--- config.mk ---
export PLATFORM = sky130hd
export DESIGN_NAME = cv32e40x_wb_trace_buffer
export DESIGN_NICKNAME = d
export VERILOG_FILES = /design/src/rtl/cv32e40x_pkg.sv /design/src/rtl/cv32e40x_trace_fifo.sv /design/src/rtl/cv32e40x_wb_trace_buffer.sv
export SDC_FILE = /design/constraint.sdc
export NUM_CORES = 1
export LEC_CHECK = 0
export BUFFER_PORTS_ARGS = -buffer_cell sky130_fd_sc_hd__buf_2
export CAP_MARGIN = 10
export CORE_ASPECT_RATIO = 0.6
export CORE_MARGIN = 8
export CORE_UTILIZATION = 30
export CTS_CLUSTER_SIZE = 12
export DETAILED_ROUTE_END_ITERATION = 10
export GPL_TIMING_DRIVEN = 0
export SYNTH_ARGS = -nofsm -noshare
export SYNTH_HDL_FRONTEND = slang
export SYNTH_SLANG_ARGS = --single-unit
--- constraint.sdc ---
create_clock -name clk_i -period 17 [get_ports clk_i]
set_clock_uncertainty 0.15 [all_clocks]
set_input_delay 2.55 -clock clk_i [delete_from_list [all_inputs] [get_ports clk_i]]
set_output_delay 2.55 -clock clk_i [all_outputs]
set_load 0.01 [all_outputs]
--- src/rtl/cv32e40x_pkg.sv ---
// Shared types and helpers for the WB-stage trace buffer.
// A trace record is the retirement snapshot plus its sequence tag.
package cv32e40x_pkg;

    typedef struct packed {
        logic [31:0] pc;
        logic [31:0] instr;
        logic        illegal;
        logic [15:0] seq;
    } trace_rec_t;

    localparam logic [15:0] CNT16_MAX = 16'hFFFF;

    // Saturating 16-bit increment used by the drop counter.
    function automatic logic [15:0] sat_inc16(input logic [15:0] value);
        if (value == CNT16_MAX) begin
            return value;
        end else begin
            return value + 16'd1;
        end
    endfunction

endpackage

--- src/rtl/cv32e40x_trace_fifo.sv ---
// Generic synchronous FIFO with registered occupancy and a storage-read head.
// The caller guarantees push only when not full (or with a same-cycle pop) and pop only when not empty.
module cv32e40x_trace_fifo #(
    parameter int  DEPTH = 4,
    parameter type rec_t = logic [80:0]
) (
    input  logic                     clk,
    input  logic                     rst,
    input  logic                     clear,
    input  logic                     push,
    input  rec_t                     wdata,
    input  logic                     pop,
    output rec_t                     rdata,
    output logic                     full,
    output logic                     empty,
    output logic [$clog2(DEPTH):0]   level
);

    localparam int PW = $clog2(DEPTH);
    localparam int LW = PW + 1;
    localparam logic [PW-1:0] PTR_ONE    = PW'(1);
    localparam logic [LW-1:0] LEVEL_ONE  = LW'(1);
    localparam logic [LW-1:0] LEVEL_FULL = LW'(DEPTH);

    rec_t          mem_r [DEPTH];
    logic [PW-1:0] wr_ptr_r;
    logic [PW-1:0] rd_ptr_r;
    logic [LW-1:0] level_r;
    logic [LW-1:0] level_next_s;

    // Occupancy after this cycle's push/pop.
    always_comb begin
        level_next_s = level_r;
        case ({push, pop})
            2'b10:   level_next_s = level_r + LEVEL_ONE;
            2'b01:   level_next_s = level_r - LEVEL_ONE;
            default: level_next_s = level_r;
        endcase
    end

    // Storage, pointers and occupancy; clear drops contents but keeps stale storage.
    always_ff @(posedge clk) begin
        if (rst) begin
            for (int i = 0; i < DEPTH; i++) begin
                mem_r[i] <= '0;
            end
            wr_ptr_r <= '0;
            rd_ptr_r <= '0;
            level_r  <= '0;
        end else if (clear) begin
            wr_ptr_r <= '0;
            rd_ptr_r <= '0;
            level_r  <= '0;
        end else begin
            if (push) begin
                mem_r[wr_ptr_r] <= wdata;
                wr_ptr_r        <= wr_ptr_r + PTR_ONE;
            end
            if (pop) begin
                rd_ptr_r <= rd_ptr_r + PTR_ONE;
            end
            level_r <= level_next_s;
        end
    end

    assign rdata = mem_r[rd_ptr_r];
    assign full  = (level_r == LEVEL_FULL);
    assign empty = (level_r == '0);
    assign level = level_r;

endmodule

--- src/rtl/cv32e40x_wb_trace_buffer.sv ---
// Captures WB-stage retirements into a trace FIFO with sequence tags and a drop counter.
// Sequence numbers advance on every qualified event, so lost records appear as gaps.
module cv32e40x_wb_trace_buffer
    import cv32e40x_pkg::*;
#(
    parameter int DEPTH        = 4,
    parameter bit ILLEGAL_ONLY = 1'b0
) (
    input  logic                   clk_i,
    input  logic                   rst_i,
    input  logic                   wb_valid_i,
    input  logic [31:0]            wb_pc_i,
    input  logic [31:0]            wb_instr_i,
    input  logic                   wb_illegal_i,
    input  logic                   clear_i,
    output logic                   trace_valid_o,
    input  logic                   trace_ready_i,
    output logic [31:0]            trace_pc_o,
    output logic [31:0]            trace_instr_o,
    output logic                   trace_illegal_o,
    output logic [15:0]            trace_seq_o,
    output logic [$clog2(DEPTH):0] level_o,
    output logic [15:0]            drop_cnt_o
);

    logic       ev_s;
    logic       pop_s;
    logic       push_s;
    logic       drop_s;
    logic       full_s;
    logic       empty_s;
    logic [15:0] seq_r;
    logic [15:0] drop_cnt_r;
    trace_rec_t wr_rec_s;
    trace_rec_t head_rec_s;

    assign ev_s   = wb_valid_i && (!ILLEGAL_ONLY || wb_illegal_i);
    assign pop_s  = !empty_s && trace_ready_i;
    assign push_s = ev_s && (!full_s || pop_s);
    assign drop_s = ev_s && full_s && !pop_s;

    // Record written at the tail carries the sequence number current at the event.
    always_comb begin
        wr_rec_s         = '0;
        wr_rec_s.pc      = wb_pc_i;
        wr_rec_s.instr   = wb_instr_i;
        wr_rec_s.illegal = wb_illegal_i;
        wr_rec_s.seq     = seq_r;
    end

    cv32e40x_trace_fifo #(
        .DEPTH (DEPTH),
        .rec_t (trace_rec_t)
    ) u_fifo (
        .clk   (clk_i),
        .rst   (rst_i),
        .clear (clear_i),
        .push  (push_s),
        .wdata (wr_rec_s),
        .pop   (pop_s),
        .rdata (head_rec_s),
        .full  (full_s),
        .empty (empty_s),
        .level (level_o)
    );

    // Sequence counter ignores clear so flushed events still leave a gap.
    always_ff @(posedge clk_i) begin
        if (rst_i) begin
            seq_r <= 16'd0;
        end else if (ev_s) begin
            seq_r <= seq_r + 16'd1;
        end else begin
            seq_r <= seq_r;
        end
    end

    // Saturating count of records lost to a full FIFO.
    always_ff @(posedge clk_i) begin
        if (rst_i) begin
            drop_cnt_r <= 16'd0;
        end else if (clear_i) begin
            drop_cnt_r <= 16'd0;
        end else if (drop_s) begin
            drop_cnt_r <= sat_inc16(drop_cnt_r);
        end else begin
            drop_cnt_r <= drop_cnt_r;
        end
    end

    assign trace_valid_o   = !empty_s;
    assign trace_pc_o      = head_rec_s.pc;
    assign trace_instr_o   = head_rec_s.instr;
    assign trace_illegal_o = head_rec_s.illegal;
    assign trace_seq_o     = head_rec_s.seq;
    assign drop_cnt_o      = drop_cnt_r;

endmodule
# After elaboration in Yosys (flattened, before gate mapping)

Memory sizes are Yosys's and may differ from the RTL's. A register that Yosys moved wholly into a read port is not among the register bits.
Cells that the tools add are included.
Widths: inputs -> output; s select.

Bits in registers: 39
Latch bits: 0
Memory bits (writable): 324
Bits in read-only memories: 0
Input bits: 70
Output and inout bits: 101
Word-level logic and storage cells: 42
Memories: 1

$add $sub $neg: 6
$mul: 0
Div/mod/pow operators: 0
$lt $le $gt $ge: 0
Eq/ne operators: 4
Shift-type cells: 0
Mux-type cells: 12
Bitwise logic cells: 1
Reductions and logical operators: 13

Memory list:

| memory       | depth | width | read ports | clocked after Yosys merged registers in | write ports | line                      | RTL |
|---|---|---|---|---|---|---|---|
| u_fifo.mem_r | 4     | 81    | 1          | 1                                       | 4           | cv32e40x_trace_fifo.sv:25 | `rec_t mem_r [DEPTH];` |

Operator list:

| operator              | count |
|---|---|
| $mux 81               | 1 |
| $reduce_or 81->1      | 1 |
| $add 16x1->16 const B | 2 |
| $eq 16x16->1 const B  | 1 |
| $mux 1                | 7 |
| $mux 2                | 3 |
| $pmux 3 s2            | 1 |
| $add 2x1->2 const B   | 2 |
| $logic_and 1x1->1     | 4 |
| $add 3x1->3 const B   | 1 |
| $eq 3x3->1 const B    | 1 |
| $logic_not 1->1       | 3 |
| $logic_not 3->1       | 1 |
| $sub 3x1->3 const B   | 1 |
| $eq 2x1->1 const B    | 1 |
| $eq 2x2->1 const B    | 1 |
| $reduce_and 2->1      | 1 |
| $reduce_bool 2->1     | 1 |
| $reduce_or 2->1       | 1 |
| $logic_or 1x1->1      | 1 |
| $not 1->1             | 1 |

# Depth between registers and ports, before layout

Depth in word-level cells: 11
Mapped depth: 9
Mapped depth without buffers: 8

# Hierarchy

A second synthesis with hierarchy kept.

Cell total of the unflattened synthesis: 1102
Area, all modules: 15727.6 µm²

Modules (own cells, without submodules):

| module                   | times used | cells an instance | area each (µm²) | sequential area each (µm²) |
|---|---|---|---|---|
| cv32e40x_trace_fifo      | 1          | 921               | 14119.8         | 9909.5 |
| cv32e40x_wb_trace_buffer | 1          | 181               | 1607.8          | 640.6 |

# Worst setup path before layout

No wires, ideal clock.

Path kind: input to register
Start: input port wb_valid_i
End: memory u_fifo.mem_r[3][0] in the netlist's numbering, enable pin
Library setup time: 0.537 ns
Arrival time: 6.791 ns
Required time: 16.313 ns
Setup slack: 9.522 ns
Cell stages on the path: 3
Buffers on the path: 1
Cells stage by stage: clkbuf_1 -> nand3_1 -> o21bai_1

RTL lines:

| what               | line                           | RTL |
|---|---|---|
| start: declaration | cv32e40x_wb_trace_buffer.sv:11 | `input logic wb_valid_i,` |
| end: declaration   | cv32e40x_trace_fifo.sv:25      |  |

==> metrics.md <==
| Metric | Value |
|---|---|
| CTS tree | built |
| Multiplexer area fraction after synthesis | about an eighth |
| Final setup TNS | 0 ns |
| Vias/cell | 4.64 |
| WP data required | 14.30 ns |
| Initial core utilization | just over 30% |
| Pins Over Slew Limit | 0 |
| Die Y | 194 um |
| Hold path startpoint | drop_cnt_o[15] |
| Max Cap Violations | 0 |
| Final Power | 1.93 mW |
| Htree depth | 2 |
| Vias in the first global route | around 9600 |
| Cells after DPL | roughly 1900 |
| Row cnt | 65 |
| Final GP Congestion | 0.757 |
| FF+latch area | 0.0106 mm^2 |
| Worst Tran Pin Value | ~1 ns |
| Port Buffers | 170 |
| Synth Cell Area | ~0.016 mm^2 |
| CP max FO | 10 |
| Via count | a little over 9000 |
| Net Count, Synth | between 1000 and 1500 |
| Main combinational cell family by area after synthesis | simple AND/OR/NAND/NOR gates |
| Slowest CP cell | buf_1 |
| Core Box Area | between 0.05 and 0.06 mm^2 |
| FF-to-FF End | u_fifo.mem_r[0][30] |
| Dpl ws | roughly 11 ns |
| Clock Root Buffer | clkbuf_16 |
| Slew headroom | roughly a third |
| Share of layout cells above drive strength 1 | 25.9% |
| Synth cell types | between 40 and 50 |
| Post-synth ARST share | 0% |
| GRT met3 Usage | under 10% |
| FF-to-FF path depth | 7 |
| Synth Register Bits | 365 |
| Die Wd | between 300 and 400 um |
| Initial antenna violation count | 7 |
| Die area | between 0.06 and 0.07 mm^2 |
| Routed wire length | 39.8 mm |
| ANT nets after route | 0 |
| Wire length per cell | 20.3 um |
| Critical Path Source Type | flip-flop |
| Post-cts hold buffer count | 0 |
| Sequential share of the synthesized area | between 60% and 70% |
| Post-route setup slack | ~11 ns |
| Worst IR drop on VDD | about 0.000066 V |
| Post-cts gate resize count | 0 |
| Final Hold Fails | 0 |
| CP max stage delay | about 0.76 ns |
| Clk_lat worst skew | roughly 0.52 ns |
| Period utilization | between 30% and 40% |
| Post-Syn Area per Cell | approximately 16 um^2 |
| Setup crit end kind | output port |
| Clock Pin Slew Worst Setup and Hold Paths | roughly 0.060 ns |
| Ys Warns | 0 |
| Met2 usage | roughly 20% |
| RSZ-0062 raised after global routing | false |
| Final setup vio count | 0 |
| Pin count of the biggest net entering global routing | 51 |
| WHS Endpoint | drop_cnt_o[15] |
| CTS Buf Count | 39 |
| HPWL after DPL | about 27 mm |
| Worst hold stages | 2 |
| First-pass GRT wire length | 60.8 mm |
| CTS sink cnt | between 300 and 400 |
| Pwr per Cell Area | 102 mW/mm^2 |
| FMAX | about 0.17 GHz |
| Minimum clock period | roughly 5.9 ns |
| Synth Area in Compound Gates | around 1.7% |
| Fin util | 36.2% |
| Layout Cells excl Fill | about 2000 |
| Simple-Gate Fraction of Synth Area | approximately 17% |
| Reg2reg start | u_fifo.level[0] |
| Count of flip-flops with a built-in enable after synthesis | 324 |
| Layout fillers | 5016 |
| Synth Area in Adders | less than 1% |
| Crit path kind | flip-flop to output port |
| Tot GR Track Use | between 10% and 20% |
| Met1 Use GR | 18.0% |
| Drt first pass iters | 5 |
| Status | completed |
| # DRC | 0 |
| Synth Flop Type | edfxtp_1 |
| Post-synthesis xor/xnor area fraction | 0.943% |
| Net count, final | around 1300 |
| Most Crowded Layer GR | met2 |
| R2R setup slack | approximately 14 ns |
| IO Count | roughly 170 |
| Post-synthesis cell count | roughly 1000 |
| Clk buf depth | 3 |
| WP data arrival | approximately 3.2 ns |
| Crit-path cells | clkbuf_1, buf_1, mux4_2, buf_2 |
| Iter 0 DRT Violations | approximately 580 |
| Min-Delay Path Class | flip-flop to flip-flop |
| Postcts setup bufs | 0 |
| Layout area overhead | 19.8% |
| Gr ovfl total | 0 |
| Static Leak | 6.87 nW |
| Area of the multi-input gates | 0.00500 mm^2 |
[worst max-delay path by stage]
stage               startpoint                  end  slack, ns
finish               flip-flop    trace_instr_o[11]      11.09
global route         flip-flop    trace_instr_o[11]      10.79
CTS                  flip-flop       trace_seq_o[5]      10.87
detailed placement     clear_i  u_fifo.mem_r[0][46]      11.03
global placement    wb_valid_i  u_fifo.mem_r[3][54]       5.42
floorplan           wb_valid_i   u_fifo.mem_r[3][0]       9.52
[power by group]
group          total, mW  switching, mW  internal, mW
registers           1.02         0.0100          1.01
clock network      0.788          0.343         0.445
logic              0.118         0.0693        0.0483
[cells by family (layout without fill, tap and decap cells)]
group	after synthesis	in the layout
xor gates and xnor gates	17	17
other	0	1
buffers and inverters	69	312
adders and majority gates	4	4
AOI/OAI and AO/OA	42	42
muxes	84	84
and+or+nand+nor	435	435
DFF	365	365
[critical path: cells and delay by family, from the launching register on]
kind	cells	cell delay, ns
mux	1	0.68
buf+inv	3	1.67
flops	1	0.31
[placed cells by master, fill, tap and decap left out, drive strengths merged, types with 3 or more instances in the layout]
cell and instances:
a21oi 17, and2 324, and3 4, and4 6
buf 192, clkbuf 102, clkinv 12, dfxtp 41
edfxtp 324, ha 3, inv 6, mux2i 3
mux4 81, nand2 13, nand3 14, nand4 16
nor2 26, o21ai 8, o31ai 7, or2 4
or3 11, or4 8, xor2 15
[registers in the layout, summed over array words and instances (netlist names), named ones only]
register,cells
drop_cnt_o,16
seq_r,16
u_fifo.level,3
u_fifo.mem_r,324
u_fifo.rd_ptr_r,2
u_fifo.wr_ptr_r,2
[through the flow]
stage / hold WS, ns / cell area [um^2]
2_1_floorplan: 0.324 / 15800
3_3_place_gp: 0.343 / 17500
3_5_place_dp: 0.348 / 17800
4_1_cts: 0.359 / 18900
5_1_grt: 0.387 / 18900
6_report: 0.367 / 18900
[synth_stat cells (6+ instances only)]
cell	count	area share (%)
mux4_2	81	12
and2_1	324	13
buf_1	8	0.19
clkbuf_1	51	1.2
nand4_1	16	0.63
and4_1	6	0.33
or3_1	10	0.40
o21ai_0	8	0.25
nand2_1	13	0.31
inv_1	6	0.14
xor2_1	15	0.83
dfxtp_1	41	5.2
or4_1	7	0.33
edfxtp_1	324	62
nand3_1	14	0.44
o31ai_1	7	0.33
nor2_1	26	0.62
a21oi_1	17	0.54
[metal layers]
layer	share of wire (%)	wire (um)	up-vias
met1	46	18400	4610
met2	46	18400	195
met3	6.1	2430	57
met4	1.5	609	8
met5	0.098	39	-
li1	-	-	4234
[area by class of cell]
| class | count | area share [%] |
|---|---|---|
| antenna | 1 | 0.0132 |
| inverter | 6 | 0.119 |
| sequential | 365 | 55.8 |
| tap | 703 | 4.65 |
| timing repair buffer | 180 | 5.65 |
| buffer | 63 | 1.34 |
| clock buffer | 51 | 5.73 |
| clock inverter | 12 | 0.291 |
| multi-input combinational | 582 | 26.4 |
No activity file was read; power rests on OpenSTA's default activity.
